<file path="src/rtl/randomizer_par.sv">
// Word-wide 802.16 OFDM randomizer: scrambles W bits per beat with the PRBS 1 + x^14 + x^15.
// Bursts are seeded on reload, counted down in beats, and can run in bypass mode.
module randomizer_par #(
   parameter int W     = 8,
   parameter int LEN_W = 16
) (
   input  logic             clk,
   input  logic             reset,
   input  logic [14:0]      rand_iv,
   input  logic             reload,
   input  logic [LEN_W-1:0] burst_len,
   input  logic             bypass,
   input  logic [W-1:0]     in_bits,
   input  logic             in_valid,
   output logic             in_ready,
   output logic [W-1:0]     out_bits,
   output logic             out_valid,
   input  logic             out_ready,
   output logic             out_last,
   output logic             busy
);

   typedef enum logic {IDLE = 1'b0, RUN = 1'b1} state_t;

   state_t           state, state_nxt;
   logic [14:0]      lfsr, lfsr_nxt;
   logic [LEN_W-1:0] count;
   logic             mode;
   logic [W-1:0]     key;
   logic [W-1:0]     scr_bits;
   logic             accept;
   logic             last_beat;

   // Handshake: a word moves when valid and ready are both high at the rising edge.
   // Input side is held off while reload is high or the output register cannot drain.
   assign in_ready  = (state == RUN) & ~reload & (~out_valid | out_ready);
   assign accept    = in_valid & in_ready;
   assign last_beat = (count == LEN_W'(1));
   assign busy      = (state == RUN);

   // W LFSR steps unrolled, bit 0 first; the register advances in bypass as well.
   always_comb begin
      lfsr_nxt = lfsr;
      key      = '0;
      for (int i = 0; i < W; i++) begin
         key[i]   = lfsr_nxt[13] ^ lfsr_nxt[14];
         lfsr_nxt = {lfsr_nxt[13:0], key[i]};
      end
      scr_bits = mode ? in_bits : (in_bits ^ key);
   end

   always_comb begin
      state_nxt = state;
      if (reload)
         state_nxt = (burst_len != '0) ? RUN : IDLE;
      else if (accept && last_beat)
         state_nxt = IDLE;
   end

   always_ff @(posedge clk or posedge reset) begin
      if (reset) begin
         state <= IDLE;
         lfsr  <= '0;
         count <= '0;
         mode  <= 1'b0;
      end else begin
         state <= state_nxt;
         if (reload) begin
            lfsr  <= rand_iv;
            count <= burst_len;
            mode  <= bypass;
         end else if (accept) begin
            lfsr  <= lfsr_nxt;
            count <= count - LEN_W'(1);
         end
      end
   end

   // Output stage is independent of reload so a pending word still drains.
   always_ff @(posedge clk or posedge reset) begin
      if (reset) begin
         out_bits  <= '0;
         out_valid <= 1'b0;
         out_last  <= 1'b0;
      end else if (accept) begin
         out_bits  <= scr_bits;
         out_valid <= 1'b1;
         out_last  <= last_beat;
      end else if (out_ready) begin
         out_valid <= 1'b0;
         out_last  <= 1'b0;
      end
   end

endmodule

</file>
<file path="config.mk">
export PLATFORM = sky130hd
export DESIGN_NAME = randomizer_par
export DESIGN_NICKNAME = d
export VERILOG_FILES = /design/src/rtl/randomizer_par.sv
export SDC_FILE = /design/constraint.sdc
export NUM_CORES = 1
export LEC_CHECK = 0
export BUFFER_PORTS_ARGS = -buffer_cell sky130_fd_sc_hd__buf_2
export CORE_MARGIN = 1.5
export CORE_UTILIZATION = 28
export DETAILED_ROUTE_END_ITERATION = 8
export GPL_ROUTABILITY_DRIVEN = 0
export PLACE_DENSITY = 0.47
export RECOVER_POWER = 100
export SYNTH_ARGS = -nofsm -noshare
export SYNTH_HDL_FRONTEND = slang
export SYNTH_SLANG_ARGS = --single-unit
export TNS_END_PERCENT = 20
</file>
<file path="constraint.sdc">
create_clock -name clk -period 2.9 [get_ports clk]
set_input_delay 0.58 -clock clk [delete_from_list [all_inputs] [get_ports clk]]
set_output_delay 0.58 -clock clk [all_outputs]
set_load 0.05 [all_outputs]
</file>
# Word level (Yosys, flattened, before mapping)

Index checks and enable logic that the tools add are counted.

Add/sub/neg operators: 1
Eq/ne operators: 1
Muxes and demuxes: 11
Bitwise gates (word level): 15
Reduce and logical (&&, ||, !) cells: 5

Operators by type and width:

| operator                                             | count |
|---|---|
| 2-to-1 mux 16 bit                                    | 2 |
| 2-to-1 mux 15 bit                                    | 2 |
| equality test 16 x 1 -> 1 bit, second input constant | 1 |
| nonzero test 16 bit                                  | 1 |
| subtractor 16 x 1 -> 16 bit, second input constant   | 1 |
| 2-to-1 mux 8 bit                                     | 1 |
| XOR 1 bit                                            | 8 |
| XOR 8 bit                                            | 1 |
| 2-to-1 mux 1 bit                                     | 6 |
| nonzero test 2 bit                                   | 3 |
| bitwise AND 1 bit                                    | 3 |
| NOT 1 bit                                            | 2 |
| logical AND 1 bit                                    | 1 |
| bitwise OR 1 bit                                     | 1 |

Bits in registers: 43
Bits of input ports: 45
Output and inout bits: 12

# Depth between registers and ports, before layout

Gate-level depths: netlist (run 1).

Word-level depth: 7
Depth in mapped cells: 6
Depth with buffers taken out: 5

# Worst setup path before layout (run 1)

Ideal clock, no wire load.

Path type: reg-to-reg
Start point: register count[7]
End point: register state (netlist: busy)
Library setup time: 0.121 ns
Arrival: 2.119 ns
Required time: 2.779 ns
Setup slack: 0.660 ns
Cell stages (with the launch flop): 5
Path buffers: 0
Cell sequence: dfrtp_1 or4_4 or4_4 or4_4 a22o_1

Word-level cells in the longest chain between the ends: 3

RTL lines:

| element                             | line | text |
|---|---|---|
| start, declared                     | 27   | `logic [LEN_W-1:0] count;` |
| start signal, assigned              | 70   | `count <= burst_len;` |
| start signal, assigned              | 74   | `count <= count - LEN_W'(1);` |
| equality test 16 x 1 -> 1 bit       | 38   | `assign last_beat = (count == LEN_W'(1));` |
| logical AND 1 bit                   | 56   | `else if (accept && last_beat)` |
| nonzero test 2 bit (no source line) | n/a  |  |
| end signal, assigned                | 67   | `state <= state_nxt;` |
| end, declared                       | 25   | `state_t state, state_nxt;` |

No other way between the ends.
A chain may end at the register's enable or synchronous reset.

# Final worst setup path (run 1)

Start point: input port out_ready
End point: output port in_ready

Word-level cells in the longest chain between the ends: 2

RTL lines:

| element           | line | text |
|---|---|---|
| start, declared   | 18   | `input logic out_ready,` |
| bitwise OR 1 bit  | 36   | `assign in_ready = (state == RUN) & ~reload & (~out_valid \| out_ready);` |
| bitwise AND 1 bit | 36   |  |
| end, declared     | 15   | `output logic in_ready,` |

No other way between the ends.

==> impl_metrics.env, run 1 <==
export IMPL_n_antenna_cell=0
export IMPL_htree_levels=2
export IMPL_cts_tree="yes"
export IMPL_fp_dieH_um=93.4
export IMPL_grt_overflow_total=0
export IMPL_nFillCells=855
export IMPL_setup_ws_ns=0.363
export IMPL_dieArea_mm2=0.00872
export IMPL_syn_to_final_growth_pct=19.8
export IMPL_async_flop_share_pct=100
export IMPL_finClkSkew_ns=0.00736
export IMPL_multi_input_area_mm2=0.00114
export IMPL_post_cts_resized=0
export IMPL_clk_latency_ns=0.30
export IMPL_synthCells=239
export IMPL_vias=1910
export IMPL_fin_area_mm2=0.00274
export IMPL_grt_pass1_vias=1859
export IMPL_synthesis_area_mm2=0.00229
export IMPL_grt_usage_pct=14.1
export IMPL_ir_drop_v=0.000182
export IMPL_drive_gt1_share_pct=21.2
export IMPL_synth_edf_count=0
export IMPL_status="finished, final reports clean"
export IMPL_rsz0062_at_grt="no"
export IMPL_yosys_top_cells_count="dfrtp_1, nand2_1, o21ai_0, nor2_1"
export IMPL_max_freq_ghz=0.394
export IMPL_routed_wl_mm=5.69
export IMPL_layout_min_cycle_time_ns=2.54
export IMPL_yosysTopAreaCell="dfrtp_1"
export IMPL_yosysUniqueCellTypes=35
export IMPL_postPlaceCellArea_mm2=0.00270
export IMPL_rows=32
export IMPL_crit_buf_inv=3
export IMPL_crit_top_cell="clkbuf_1"
export IMPL_power_mw=1.56
export IMPL_clkTransAtPathRegs_ns=0.09
export IMPL_final_util_pct=35.1
export IMPL_cpMaxStageDelayCell="clkbuf_1"
export IMPL_antenna_found_initial=0
export IMPL_drt_initial_drc_count=75
export IMPL_post_place_ws_ns=0.566
export IMPL_port_buffers=56
export IMPL_dp_hpwl_mm=4.17
export IMPL_worstSetupEndpointType="output port"
export IMPL_die_width_um=93.4
export IMPL_cpLargestDelayFamily="buffers and inverters"
export IMPL_cts_hold_buf=0
export IMPL_worst_pin_slew_ns=1.07
export IMPL_viasPerCell=4.79
export IMPL_io_pins=57
export IMPL_avgSynthCellArea_um2=9.57
export IMPL_grt_max_degree=52
export IMPL_cp_arrival_ns=1.96
export IMPL_grt_pass1_wl_mm=9.42
export IMPL_drv_slew=0
export IMPL_finalHoldViolCount=0
export IMPL_setup_violations=0
export IMPL_powerDensity_mw_per_mm2=569
export IMPL_critPathRequiredTime_ns=2.32
export IMPL_drtAntennaViolNets=0
export IMPL_synth_area_leaders="dfrtp_1, o21ai_0, nand2_1"
export IMPL_relSlewSlack_pct=28.8
export IMPL_yosysMostFrequentCell="dfrtp_1"
export IMPL_yosysSeqAreaShare_pct=47.0
export IMPL_initial_core_util_pct=29.3
export IMPL_fin_tns_setup_ns=0
export IMPL_leakagePower_nw=1.19
export IMPL_route_detailed_drc=0
export IMPL_ys_flop_type="dfrtp_1"
export IMPL_worstPathMaxFanout=12
export IMPL_hp_class="input pin to register"
export IMPL_nets=343
export IMPL_crit_chain="buf_2, nand2b_1, clkbuf_1, and2_1, clkbuf_1"
export IMPL_slowest_delay_ns=0.47
export IMPL_wl_per_cell_um=14.3
export IMPL_whs_ns=0.479
export IMPL_core_mm2=0.00781
export IMPL_critical_path_class="input pin to output port"
export IMPL_drt_first_pass_iters=4
export IMPL_cts_root_buffer="clkbuf_8"
export IMPL_maxCapViolations=0
export IMPL_ys_ff_latch=43
export IMPL_post_route_period_util_pct=87.5
export IMPL_placedCellCount=391
export IMPL_area_sequential_mm2=0.00108
export IMPL_clkSinkCount=43
export IMPL_cts_buffers=5
export IMPL_yosysWarnings=0
export IMPL_synth_top_area_share_pct=47.0
export IMPL_clockBufferDepth=2
export IMPL_crit_path_start_kind="input pin"
export IMPL_stdcell_count=399
export IMPL_post_cts_setup_buffer_count=0
export IMPL_syn_nets=286
[cells by family (layout without fill, tap and decap cells)]
kind of cell             count (synthesis)  in the layout  synth area share (%)
AND/OR/NAND/NOR                         87             87                  20.1
AO/OA/AOI/OAI                           58             58                  15.8
flip-flops                              43             43                  47.0
XOR/XNOR                                21             21                  8.04
buffers and inverters                   16             74                  2.63
multiplexers                            12             12                  5.31
adder cells (fa/ha/maj)                  2              2                  1.09
[registers in the layout, summed over array words and instances (netlist names)]
signal     cells
out_valid      1
count         16
mode           1
busy           1
out_last       1
out_bits       8
lfsr          15
[report_power, final]
group          leakage, nW  total [mW]  internal (mW)  switching [mW]
clock network       0.0412       0.378          0.169           0.210
registers            0.518       0.745          0.681          0.0640
logic                0.631       0.436          0.141           0.295
total                 1.19        1.56          0.990           0.569
[final timing paths]
path | from | endpoint | slack (ns) | depth (start not counted)
max reg2reg | count[7] | busy | 0.41 | 4
max in group asynchronous | reset | count[9] | 1.63 | 3
min in group asynchronous | reset | out_bits[5] | 0.61 | 3
min reg2reg | out_bits[6] | out_bits[6] | 0.49 | 2
max | out_ready | in_ready | 0.36 | 5
min | rand_iv[4] | lfsr[4] | 0.48 | 2
[final cells by class]
type	count	share of cell area (%)
Multi-Input combinational cell	180	41.6
Sequential cell	43	39.3
Timing Repair Buffer	62	10.8
Tap cell	102	4.66
Clock buffer	6	2.65
Inverter	4	0.548
Clock inverter	2	0.457
[layer usage]
layer / up-vias / GRT usage, % / routed length, um
met5: - / 0 / 0
met4: 0 / 4.17 / 70
met3: 6 / 3.17 / 226
met2: 36 / 20.8 / 2470
met1: 891 / 20.3 / 2920
li1: 977 / - / -
[worst register-to-register path, stage by stage (launching register included)]
cell,delay [ns]
dfrtp_1,0.43
or4_1,0.63
or4_1,0.53
or4_1,0.54
a22o_1,0.25
[cells in the final DEF, fill, tap and decap left out, drive strengths merged]
cell,count
a211oi,4
a21o,4
a21oi,4
a22o,1
a31o,1
a31oi,6
and2,3
buf,45
clkbuf,23
clkinv,1
clkinvlp,1
dfrtp,43
ha,2
inv,4
mux2,1
mux2i,11
nand2,33
nand2b,5
nand3,5
nand3b,1
nand4,4
nand4b,1
nor2,13
nor2b,2
nor3,2
nor4,4
o211ai,2
o21ai,26
o311ai,2
o31ai,6
o41ai,2
or3,2
or4,11
or4b,1
xnor2,9
xor2,12
(Power assumes the default switching activity.)
==> run 2: changes to the inputs <==
- ABC_AREA: default -> 1
- clock period: 2.9 -> 2.98 ns (I/O delays scaled with it)
==> impl_metrics.env, run 2 <==
export IMPL_die_width_um=98.5
export IMPL_layout_min_cycle_time_ns=2.27
export IMPL_vias=2425
export IMPL_dieArea_mm2=0.00971
export IMPL_grt_overflow_total=0
export IMPL_grt_usage_pct=14.1
export IMPL_grt_pass1_wl_mm=10.9
export IMPL_yosysWarnings=0
export IMPL_syn_to_final_growth_pct=14.8
export IMPL_clk_latency_ns=0.30
export IMPL_setup_ws_ns=0.708
export IMPL_post_route_period_util_pct=76.3
export IMPL_synthCells=357
export IMPL_dp_hpwl_mm=4.93
export IMPL_rows=34
export IMPL_ys_ff_latch=43
export IMPL_clkSinkCount=43
export IMPL_antenna_found_initial=0
export IMPL_synth_edf_count=0
export IMPL_post_cts_setup_buffer_count=0
export IMPL_multi_input_area_mm2=0.00121
export IMPL_critical_path_class="input pin to output port"
export IMPL_yosys_top_cells_count="nand2_1, nand3_1, dfrtp_1, inv_1, nor2_1"
export IMPL_cts_buffers=5
export IMPL_synthesis_area_mm2=0.00256
export IMPL_drive_gt1_share_pct=13.6
export IMPL_routed_wl_mm=6.63
export IMPL_cts_hold_buf=0
export IMPL_drv_slew=0
export IMPL_worstPathMaxFanout=15
export IMPL_crit_path_start_kind="input pin"
export IMPL_yosysSeqAreaShare_pct=42.1
export IMPL_critPathRequiredTime_ns=2.38
export IMPL_cts_tree="yes"
export IMPL_n_antenna_cell=0
export IMPL_top_regs="count (16), lfsr (15), out_bits (8)"
export IMPL_setup_violations=0
export IMPL_synth_area_leaders="dfrtp_1, nand2_1, nand3_1"
export IMPL_ys_flop_type="dfrtp_1"
export IMPL_cp_arrival_ns=1.68
export IMPL_fp_dieH_um=98.5
export IMPL_grt_max_degree=44
export IMPL_wl_per_cell_um=12.8
export IMPL_r2r_cells=9
export IMPL_hold_depth=2
export IMPL_post_place_ws_ns=0.840
export IMPL_cts_root_buffer="clkbuf_8"
export IMPL_final_common_cell="nand2_1"
export IMPL_finalHoldViolCount=0
export IMPL_grt_pass1_vias=2215
export IMPL_synth_top_area_share_pct=42.1
export IMPL_relSlewSlack_pct=24.2
export IMPL_viasPerCell=4.67
export IMPL_port_buffers=56
export IMPL_powerDensity_mw_per_mm2=541
export IMPL_max_freq_ghz=0.440
export IMPL_status="finished, final reports clean"
export IMPL_yosysUniqueCellTypes=28
export IMPL_leakagePower_nw=1.52
export IMPL_fin_tns_setup_ns=0
export IMPL_nFillCells=1015
export IMPL_area_sequential_mm2=0.00108
export IMPL_htree_levels=2
export IMPL_largest_register_ffs=16
export IMPL_ir_drop_v=0.000176
export IMPL_worst_pin_slew_ns=1.14
export IMPL_drt_initial_drc_count=111
export IMPL_nets=457
export IMPL_largest_register="count"
export IMPL_core_mm2=0.00876
export IMPL_drt_first_pass_iters=4
export IMPL_route_detailed_drc=0
export IMPL_post_cts_resized=0
export IMPL_yosysMostFrequentCell="nand2_1"
export IMPL_maxCapViolations=0
export IMPL_avgSynthCellArea_um2=7.16
export IMPL_rsz0062_at_grt="no"
export IMPL_drtAntennaViolNets=0
export IMPL_worstSetupEndpointType="output port"
export IMPL_hp_class="register to register"
export IMPL_async_flop_share_pct=100
export IMPL_syn_nets=404
export IMPL_finClkSkew_ns=0.00642
export IMPL_clockBufferDepth=2
export IMPL_clkTransAtPathRegs_ns=0.09
export IMPL_final_cell_mix="nand2_1, nand3_1, buf_2"
export IMPL_yosysTopAreaCell="dfrtp_1"
export IMPL_io_pins=57
export IMPL_initial_core_util_pct=29.2
run 2: changes by cell type after synthesis, sizes merged, moves of 7 or more:
cell / delta
buf: +9
clkbuf: -8
inv: +33
mux2i: -11
nand2: +93
nand3: +50
nor2: +21
o21ai: -10
or4: -11
xnor2: -7
run 2: layout make-up:
| type | count | area share [%] |
|---|---|---|
| Timing Repair Buffer | 59 | 9.59 |
| Clock inverter | 2 | 0.426 |
| Multi-Input combinational cell | 264 | 41.4 |
| Inverter | 37 | 4.82 |
| Tap cell | 108 | 4.61 |
| Clock buffer | 6 | 2.47 |
| Sequential cell | 43 | 36.7 |
run 2: path summary, 6_finish.rpt:
path / from / end / slack [ns]
worst max-delay path: reload / in_ready / 0.71
worst min-delay path: out_bits[1] / out_bits[1] / 0.48
worst max register to register: busy / count[7] / 0.88
worst min register to register: out_bits[1] / out_bits[1] / 0.48
max in group asynchronous: reset / count[6] / 1.64
min in group asynchronous: reset / out_bits[5] / 0.64
run 2: metrics by stage:
stage | hold WS (ns) | util [%] | total power, mW | instance area (um2) | instances
2_1_floorplan | 0.453 | - | 1.11 | 2560 | 357
3_3_place_gp | 0.458 | 33.0 | 1.24 | 2890 | 511
3_5_place_dp | 0.461 | 33.0 | 1.24 | 2890 | 511
4_1_cts | 0.447 | 34.0 | 1.63 | 2980 | 519
5_1_grt | 0.512 | 33.5 | 1.70 | 2930 | 519
6_report | 0.482 | 33.5 | 1.59 | 2930 | 519
run 2: cells by family (layout without fill, tap and decap cells):
family	count (synthesis)	after routing	share of synthesized area [%]
simple gates	219	219	36.3
flops	43	43	42.1
fa+ha+maj	2	2	0.979
buf+inv	50	104	9.45
compound gates	32	32	7.44
xor+xnor	11	11	3.77
run 2: critical path, cell delays in order:
cell	delay [ns]
buf_2	0.20
nor2_1	0.23
and2_1	0.17
clkbuf_1	0.48
run 2: metal layers:
| layer | up-vias | routed length (um) | GRT usage, % | part of all wire (%) |
|---|---|---|---|---|
| li1 | 1231 | - | - | - |
| met1 | 1121 | 3340 | 19.7 | 50 |
| met2 | 66 | 2870 | 21.9 | 43 |
| met3 | 7 | 320 | 2.91 | 4.8 |
| met4 | 0 | 90 | 4.55 | 1.4 |
| met5 | - | 0 | 0 | 0 |
run 2: power breakdown:
group	internal, mW	switching, mW
Combinational	0.138	0.336
Clock	0.164	0.212
Sequential	0.670	0.0673
Total	0.972	0.615
